===== config.mk =====
export PLATFORM = sky130hd
export DESIGN_NAME = countdown_timer
export DESIGN_NICKNAME = d
export VERILOG_FILES = /design/src/rtl/countdown_timer.sv
export SDC_FILE = /design/constraint.sdc
export NUM_CORES = 1
export LEC_CHECK = 0
export CORE_ASPECT_RATIO = 0.6
export CORE_MARGIN = 4
export CORE_UTILIZATION = 40
export CTS_BUF_LIST = sky130_fd_sc_hd__clkbuf_4
export CTS_CLUSTER_DIAMETER = 50
export DETAILED_ROUTE_END_ITERATION = 12
export PLACE_DENSITY = 0.73
export SLEW_MARGIN = 20
export SYNTH_ARGS = -nofsm -noshare
export SYNTH_HDL_FRONTEND = slang
export SYNTH_SLANG_ARGS = --single-unit

===== constraint.sdc =====
create_clock -name clk -period 1.7 [get_ports clk]
set_input_delay 0.17 -clock clk [delete_from_list [all_inputs] [get_ports clk]]
set_output_delay 0.17 -clock clk [all_outputs]
set_load 0.02 [all_outputs]

===== src/rtl/countdown_timer.sv =====
// MM:SS down-counter driven by a 1 Hz tick: loads a clamped preset, counts to 00:00,
// then pulses done for one cycle and holds alarm until ack, load or reset.
module countdown_timer #(
  parameter int MAX_SEC = 59,
  parameter int MAX_MIN = 59
) (
  input  logic       clk,
  input  logic       rst_p,
  input  logic       tick,
  input  logic       load,
  input  logic [5:0] load_min,
  input  logic [5:0] load_sec,
  input  logic       start,
  input  logic       pause,
  input  logic       ack,
  output logic [5:0] min_count,
  output logic [5:0] sec_count,
  output logic       running,
  output logic       done,
  output logic       alarm
);

  typedef enum logic [1:0] {IDLE, RUN, PAUSED, DONE} state_t;

  localparam logic [5:0] SEC_TOP = 6'(MAX_SEC);
  localparam logic [5:0] MIN_TOP = 6'(MAX_MIN);

  state_t     state, state_nxt;
  logic [5:0] min_nxt, sec_nxt;
  logic [5:0] min_clamp, sec_clamp;
  logic       zero;

  assign min_clamp = (load_min > MIN_TOP) ? MIN_TOP : load_min;
  assign sec_clamp = (load_sec > SEC_TOP) ? SEC_TOP : load_sec;
  assign zero      = (min_count == 6'd0) && (sec_count == 6'd0);

  always_comb begin
    state_nxt = state;
    min_nxt   = min_count;
    sec_nxt   = sec_count;
    unique case (state)
      IDLE: begin
        if (load) begin
          min_nxt = min_clamp;
          sec_nxt = sec_clamp;
        end else if (!ack && !pause && start && !zero) begin
          state_nxt = RUN;
        end
      end
      RUN: begin
        // load/ack/start carry no meaning here; pause beats a same-cycle tick
        if (pause) begin
          state_nxt = PAUSED;
        end else if (tick) begin
          if (sec_count != 6'd0) begin
            sec_nxt = sec_count - 6'd1;
            if (min_count == 6'd0 && sec_count == 6'd1) state_nxt = DONE;
          end else if (min_count != 6'd0) begin
            min_nxt = min_count - 6'd1;
            sec_nxt = SEC_TOP;
          end
        end
      end
      PAUSED: begin
        if (load) begin
          min_nxt   = min_clamp;
          sec_nxt   = sec_clamp;
          state_nxt = IDLE;
        end else if (!ack && !pause && start) begin
          state_nxt = RUN;
        end
      end
      DONE: begin
        if (load) begin
          min_nxt   = min_clamp;
          sec_nxt   = sec_clamp;
          state_nxt = IDLE;
        end else if (ack) begin
          state_nxt = IDLE;
        end
      end
      default: state_nxt = IDLE;
    endcase
  end

  always_ff @(posedge clk) begin
    if (rst_p) begin
      state     <= IDLE;
      min_count <= 6'd0;
      sec_count <= 6'd0;
      running   <= 1'b0;
      done      <= 1'b0;
      alarm     <= 1'b0;
    end else begin
      state     <= state_nxt;
      min_count <= min_nxt;
      sec_count <= sec_nxt;
      running   <= (state_nxt == RUN);
      done      <= (state == RUN) && (state_nxt == DONE);
      alarm     <= (state_nxt == DONE);
    end
  end

endmodule


* Yosys cells after proc, flatten, opt, wreduce, memory -nomap -nowiden
Index checks and enable logic that the tools add are counted.
** Word-level totals
- Input bits :: 19
- Output and inout bits :: 15
- Bits in registers :: 17
** Operators by class
- Muxes and demuxes :: 25
- Equality and inequality tests :: 12
- $add $sub $neg :: 2
- Magnitude comparators :: 2
- Reductions and logical operators :: 17
** Operators by type and width (number)
- $mux 6 :: 12
- $pmux 6 s2 :: 2
- $mux 2 :: 10
- $gt 6x6->1 const B :: 2
- $logic_not 6->1 :: 2
- $reduce_bool 6->1 :: 2
- $sub 6x1->6 const B :: 2
- $ne 2x2->1 const B :: 4
- $pmux 2 s4 :: 1
- $eq 2x2->1 const B :: 3
- $eq 6x1->1 const B :: 1
- $logic_and 1x1->1 :: 6
- $reduce_and 5->1 :: 1
- $eq 2x1->1 const B :: 2
- $reduce_and 4->1 :: 1
- $logic_not 1->1 :: 3
- $ne 3x3->1 const B :: 1
- $reduce_or 3->1 :: 1
- $logic_not 2->1 :: 1
- $ne 2x1->1 const B :: 1

* Longest topological paths before layout
Gate-level depths: netlist (run 1).
- Word-level depth :: 9
- Depth in mapped cells :: 7
- Depth with buffers taken out :: 6

* Worst setup path after synthesis (run 1)
No wires, ideal clock.
- Kind :: flip-flop to flip-flop
- From :: reg min_count[0]
- To :: reg min_count[0]
- Cell stages (with the launch flop) :: 8
- Path buffers :: 1
- Setup slack :: -0.284 ns
- Setup time :: 0.117 ns
- Arrival time :: 1.867 ns
- Required time :: 1.583 ns
- Cells stage by stage :: dfxtp_1 -> inv_1 -> ha_1 -> nor3b_1 -> and2_1 -> or3_1 -> buf_6 -> a32o_1
** Between the ends
- Longest elaborated chain between the ends :: 6
- Elaborated cells between the ends (all ways) :: 9
** RTL lines
- from (decl) :: line 16 : output logic [5:0] min_count,
- from (signal assigned) :: line 96 : min_count <= min_nxt;
- $sub 6x1->6 :: line 59 : min_nxt = min_count - 6'd1;
- $mux 6 :: line 58 : end else if (min_count != 6'd0) begin
- $mux 6 :: line 55 : if (sec_count != 6'd0) begin
- $mux 6 :: line 54 : end else if (tick) begin
- $mux 6 :: line 52 : if (pause) begin
- $pmux 6 s2 :: line 41 : unique case (state)
Several ways; a longest one is shown, not always the timed one. The select of a mux whose other input is x is not followed.
A chain may end at the register's enable or synchronous reset.

* Final worst setup path (run 1)
Ends and elaborated chain as after synthesis.

==> impl_metrics.json, run 1 <==
{
  "power_density_mw_per_mm2": 623.5,
  "grt_pass1_vias": 1261,
  "rr_endpoint": "min_count[0]",
  "fill_cells": 195,
  "vdd_ir_drop_max_uv": 310.3,
  "hold_class": "register to register",
  "synth_cell_types": 45,
  "grt_max_degree": 15,
  "rsz0062_at_grt": "true",
  "cp_slowest_cell": "or3_4",
  "finalSetupViolCount": 0,
  "antenna-diode-count": 0,
  "cts_buffers": 3,
  "ys_seq_area_share_pct": 30.39,
  "r2r_cells": 6,
  "num_rows": 14,
  "status": "completed",
  "synth_warnings": 0,
  "finalHoldViolations": 0,
  "start_kind": "register",
  "hold_ws_ns": 0.5639,
  "worstHoldPathCells": 2,
  "wl_per_cell_um": 17.51,
  "hpwl_um": 2766,
  "fin_util_pct": 70.03,
  "route.detailed.drc": 0,
  "num_vias": 1323,
  "synth_edf_count": 0,
  "worst_setup_path_end_kind": "register",
  "area_delta_synth_final_pct": 62.12,
  "path_delay_family": "simple AND/OR/NAND/NOR gates",
  "port-buffer-count": 33,
  "place_congestion": 0.8325,
  "ys_top_cells_by_area": "dfxtp_1, o31ai_1, a31oi_1",
  "avgSynthCellArea_um2": 8.357,
  "antenna_found_initial": 0,
  "via_per_inst": 5.933,
  "maxCapViolCount": 0,
  "synth.ff_latch_count": 17,
  "overflow": 0,
  "cts-root-buf": "clkbuf_4",
  "period_minus_slack_ns": 1.696,
  "synthTopCellsByCount": "dfxtp_1, nor2_1, inv_1",
  "ant_nets": 0,
  "crit_cells": 6,
  "worstPathRequired_ns": 1.90,
  "syn_inst": 134,
  "total_power_mw": 1.132,
  "clk_pin_slew_ns": 0.10,
  "synthArstFlopShare_pct": 0,
  "drt_pass1_iterations": 4,
  "synth_top_area_share_pct": 30.39,
  "leakagePower_nw": 0.7011,
  "synth_most_common_cell": "dfxtp_1",
  "worstMarginPinSlew_ns": 0.4403,
  "crit_fanout": 6,
  "worstHoldEndpoint": "sec_count[4]",
  "critical_path.cell_chain": "inv_4, ha_4, nor3b_4, and2_4, or3_4, a32o_1",
  "drt_iter0_markers": 145,
  "grt_pass1_wl_um": 6106,
  "netlist_area_mm2": 0.001120,
  "rr_startpoint": "min_count[0]",
  "path_class": "register to register",
  "reg2reg_slack_ns": 0.004,
  "start_util_pct": 43.19,
  "cp.arrival_ns": 1.90,
  "yosysTopAreaCell": "dfxtp_1",
  "tritoncts": "done",
  "totalWireLength_um": 3904,
  "critPathBufInv": 1,
  "max_freq_mhz": 589.7,
  "h-tree-depth": 1,
  "layout.nets": 214,
  "min_period_over_period_pct": 99.75,
  "max_stage_delay_ns": 0.42,
  "crit_start": "min_count[0]",
  "core-area_mm2": 0.002592,
  "ios": 34,
  "finalMaxSlewViolations": 0,
  "grtUsageTotal_pct": 19.98,
  "die_x_um": 76.31,
  "dieArea_mm2": 0.003738,
  "die_h_um": 48.99,
  "hold_start": "sec_count[4]",
  "synth_nets": 156,
  "clkSinkCount": 17,
  "clock_latency_ns": 0.30,
  "finalClockSkew_ns": 0.003316,
  "synth_flop_cell": "dfxtp_1",
  "ctsHoldBuffers": 0,
  "relSlewSlack_pct": 70.57,
  "drive_above_1_share_pct": 31.94,
  "clock_path_buffers": 2
}
[cells in the final DEF, fill, tap and decap left out, types with 2 or more instances in the layout]
cell	instances
clkdlybuf4s50_1	33
buf_4	28
nor2_1	11
dfxtp_1	10
inv_1	7
a31oi_1	6
nand2_1	5
nor3_1	5
o311ai_1	5
a21oi_1	4
o31ai_2	4
clkbuf_4	4
dfxtp_4	4
a221o_1	3
o21ai_0	3
o31ai_1	3
nand3_1	3
dfxtp_2	3
nand2b_1	2
a22oi_1	2
nand4_1	2
mux2i_1	2
a32o_1	2
nor3b_1	2
a211oi_1	2
nor4b_1	2
ha_1	2
[power breakdown]
group	leakage, nW	internal [mW]	switching, mW	total (mW)
logic	0.539	0.225	0.206	0.431
clock network	0.0184	0.108	0.140	0.247
registers	0.143	0.421	0.0326	0.454
total	0.701	0.754	0.378	1.13
[flip-flops by register name, indices dropped and copies added, names as in the netlist]
register	flops
min_count	6
done	1
state	2
sec_count	6
alarm	1
running	1
[worst max path at each step]
stage and to:
2_1_floorplan min_count[0], 3_3_place_gp done, 3_5_place_dp done, 4_1_cts sec_count[4]
5_1_grt min_count[0], 6_report min_count[0]
[layer usage]
layer | wire (um) | vias to the layer above | part of all wire [%] | track usage (%)
met5 | 0 | - | 0 | 0
met4 | 40 | 0 | 1.0 | 8.434
met3 | 345 | 4 | 8.8 | 5.720
met2 | 1703 | 72 | 44 | 29.88
met1 | 1814 | 606 | 46 | 26.76
li1 | - | 641 | - | -
[layout make-up]
cell class	instances	area (um^2)	share of cell area, %
Sequential cell	17	359.1	19.78
Timing Repair Buffer	62	551.8	30.39
Inverter	9	36.28	1.999
Clock buffer	4	30.03	1.654
Multi-Input combinational cell	99	798.3	43.97
Tap cell	32	40.04	2.205
[cell families (layout without fill, tap and decap cells)]
logic type	after synthesis	after routing	synth area share, %
mux	2	2	1.788
fa+ha+maj	3	3	3.352
xor+xnor	1	1	0.7823
compound gates	46	46	31.06
buf+inv	18	75	6.927
simple gates	47	47	25.70
flops	17	17	30.39
[what timing repair did]
action | 4_1_cts | 5_1_grt
hold endpoints to repair | 0 | 0
gates resized for setup | 5 | 26
cloned | 0 | 0
endpoints found under the setup margin | 9 | 14
pin swaps | 0 | 5
setup buffers | 0 | 3
[worst register-to-register path: cells and delay by family, from the launching register on]
kind / cells / cell delay (ns)
compound gates: 1 / 0.27
flops: 1 / 0.38
buf+inv: 1 / 0.04
simple gates: 3 / 0.77
fa+ha+maj: 1 / 0.15
[metrics by stage]
step / setup WS (ns) / setup TNS (ns) / cells / cell area (um^2)
3_3_place_gp: -0.2677 / -1.422 / 216 / 1660
2_1_floorplan: -0.03519 / -0.05686 / 134 / 1139
6_report: 0.004239 / 0 / 223 / 1815
5_1_grt: -0.03645 / -0.04213 / 223 / 1815
4_1_cts: 0.009579 / 0 / 220 / 1714
3_5_place_dp: -0.2761 / -1.987 / 216 / 1660
Note: power is estimated with default switching activity, not from simulation.
==> inputs of run 2 (changes only) <==
--- a/config.mk
+++ b/config.mk
@@ -12,7 +12,6 @@
 export CTS_CLUSTER_DIAMETER = 50
 export DETAILED_ROUTE_END_ITERATION = 12
 export PLACE_DENSITY = 0.73
-export SLEW_MARGIN = 20
 export SYNTH_ARGS = -nofsm -noshare
 export SYNTH_HDL_FRONTEND = slang
 export SYNTH_SLANG_ARGS = --single-unit
==> results of run 2 <==
Final layout, timing and power as in run 1 (identical DEF).
==> inputs of run 3 (changes only) <==
==> constraint.sdc (replaced) <==
create_clock -name clk -period 1.5 [get_ports clk]
set_input_delay 0.15 -clock clk [delete_from_list [all_inputs] [get_ports clk]]
set_output_delay 0.15 -clock clk [all_outputs]
set_load 0.02 [all_outputs]
==> impl_metrics.json, run 3 (synthesis results as in run 1) <==
{
  "ios": 34,
  "drt_iter0_markers": 108,
  "clock_path_buffers": 2,
  "clk_pin_slew_ns": 0.13,
  "layout.nets": 232,
  "largest_registers": "min_count: 6 flops, sec_count: 6 flops, state: 2 flops",
  "clock_latency_ns": 0.31,
  "rsz0062_at_grt": "true",
  "fin_util_pct": 78.57,
  "grtUsageTotal_pct": 19.83,
  "cp.arrival_ns": 1.90,
  "finalMaxSlewViolations": 0,
  "status": "finished, violations left",
  "num_vias": 1478,
  "fin_setup_tns_ns": -1.129,
  "cts-root-buf": "clkbuf_4",
  "clkSinkCount": 17,
  "via_per_inst": 6.133,
  "grt_pass1_wl_um": 6168,
  "swShare_pct": 35.55,
  "crit_fanout": 6,
  "die_x_um": 76.31,
  "start_util_pct": 43.19,
  "place_ws_ns": -0.3701,
  "setup_ws_ns": -0.1746,
  "min_period_over_period_pct": 111.6,
  "power.internal_mw": 0.8647,
  "path_class": "register to register",
  "finalClockSkew_ns": 0.01522,
  "cts_buffers": 3,
  "drive_above_1_share_pct": 43.54,
  "area_delta_synth_final_pct": 81.90,
  "final_common_cell": "buf_4",
  "hold_class": "primary input to register",
  "antenna_found_initial": 0,
  "drt_pass1_iterations": 4,
  "mostFrequentLayoutCells": "buf_4, clkdlybuf4s50_1, dlygate4sd2_1, nor2_1",
  "die_h_um": 48.99,
  "clockPowerShare_pct": 20.8,
  "dpl_cell_area_mm2": 0.001777,
  "max_freq_mhz": 597.2,
  "start_kind": "register",
  "power_density_mw_per_mm2": 658.6,
  "combPwrFrac_pct": 41.6,
  "finalSetupViolCount": 12,
  "route.detailed.drc": 0,
  "vdd_ir_drop_max_uv": 480.8,
  "regArea_um2": 367.9,
  "port-buffer-count": 33,
  "finalHoldViolations": 0,
  "overflow": 0,
  "worstMarginPinSlew_ns": 0.4008,
  "worstPathRequired_ns": 1.72,
  "wl_per_cell_um": 18.66,
  "tritoncts": "done",
  "total_power_mw": 1.342,
  "antenna-diode-count": 0,
  "multiInputGateArea_um2": 875.8,
  "grt_max_degree": 13,
  "failed_checks": "negative setup slack",
  "hpwl_um": 2849,
  "power_frac_seq_pct": 37.6,
  "core-area_mm2": 0.002592,
  "grt_pass1_vias": 1362,
  "num_rows": 14,
  "worstHoldPathCells": 3,
  "period_minus_slack_ns": 1.675,
  "relSlewSlack_pct": 73.28,
  "totalWireLength_um": 4498,
  "maxCapViolCount": 0,
  "ctsHoldBuffers": 0,
  "fill_cells": 164,
  "power_switching_mw": 0.4769,
  "worst_setup_path_end_kind": "register",
  "place_congestion": 0.8872,
  "dieArea_mm2": 0.003738,
  "ant_nets": 0,
  "leakagePower_nw": 0.8467,
  "design_area_mm2": 0.002037,
  "h-tree-depth": 1,
  "r2r_cells": 6
}
[run 3: changes by cell type in the layout (fill, tap and decap cells not counted), moves of 3 or more]
cell,previous run,this run
dfxtp_1,10,7
buf_4,28,41
buf_6,1,5
clkdlybuf4s50_1,33,20
dlygate4sd2_1,0,12
[run 3: critical path, stage by stage (launching register included)]
cell     delay [ns]
dfxtp_4        0.38
inv_4          0.04
ha_4           0.15
nor3b_4        0.15
and2_4         0.17
or3_4          0.41
a32o_1         0.28
[run 3: metrics by stage]
step,hold WS (ns),instances
floorplan,0.3746,134
global placement,0.5618,229
detailed placement,0.5697,229
CTS,0.5155,233
global route,0.5642,241
finish,0.5320,241
[run 3: power by group through the flow]
stage / clock network, mW / logic, mW / registers, mW
after global routing: 0.305 / 0.588 / 0.508
after CTS: 0.275 / 0.454 / 0.500
after global placement: 0 / 0.456 / 0.509
final: 0.279 / 0.558 / 0.505
after floorplan: 0 / 0.179 / 0.551
after detailed placement: 0 / 0.463 / 0.510
[run 3: path summary, 6_finish.rpt]
path,from,to,slack (ns)
setup reg to reg,min_count[0],min_count[0],-0.17
hold reg to reg,min_count[2],min_count[2],0.60
setup / recovery,min_count[0],min_count[0],-0.17
hold / removal,load_sec[2],sec_count[2],0.53
[run 3: cell type report]
type,count,share of cell area (%)
Multi-Input combinational cell,99,43.00
Timing Repair Buffer,80,33.72
Sequential cell,17,18.06
Tap cell,32,1.966
Inverter,9,1.781
Clock buffer,3,1.106
Clock inverter,1,0.3686
[run 3: routing by layer]
| layer | part of all wire (%) | wire length [um] | track usage (%) |
|---|---|---|---|
| met5 | 0 | 0 | 0 |
| met3 | 7.0 | 316 | 5.166 |
| met2 | 47 | 2092 | 31.92 |
| met4 | 2.7 | 122 | 4.518 |
| met1 | 44 | 1966 | 26.57 |
[run 3: timing repair]
action | in CTS | in global routing
setup endpoints to repair | 29 | 17
resized for setup | 19 | 43
pin swaps | 2 | 11
setup buffers | 0 | 7
gates cloned | 0 | 1
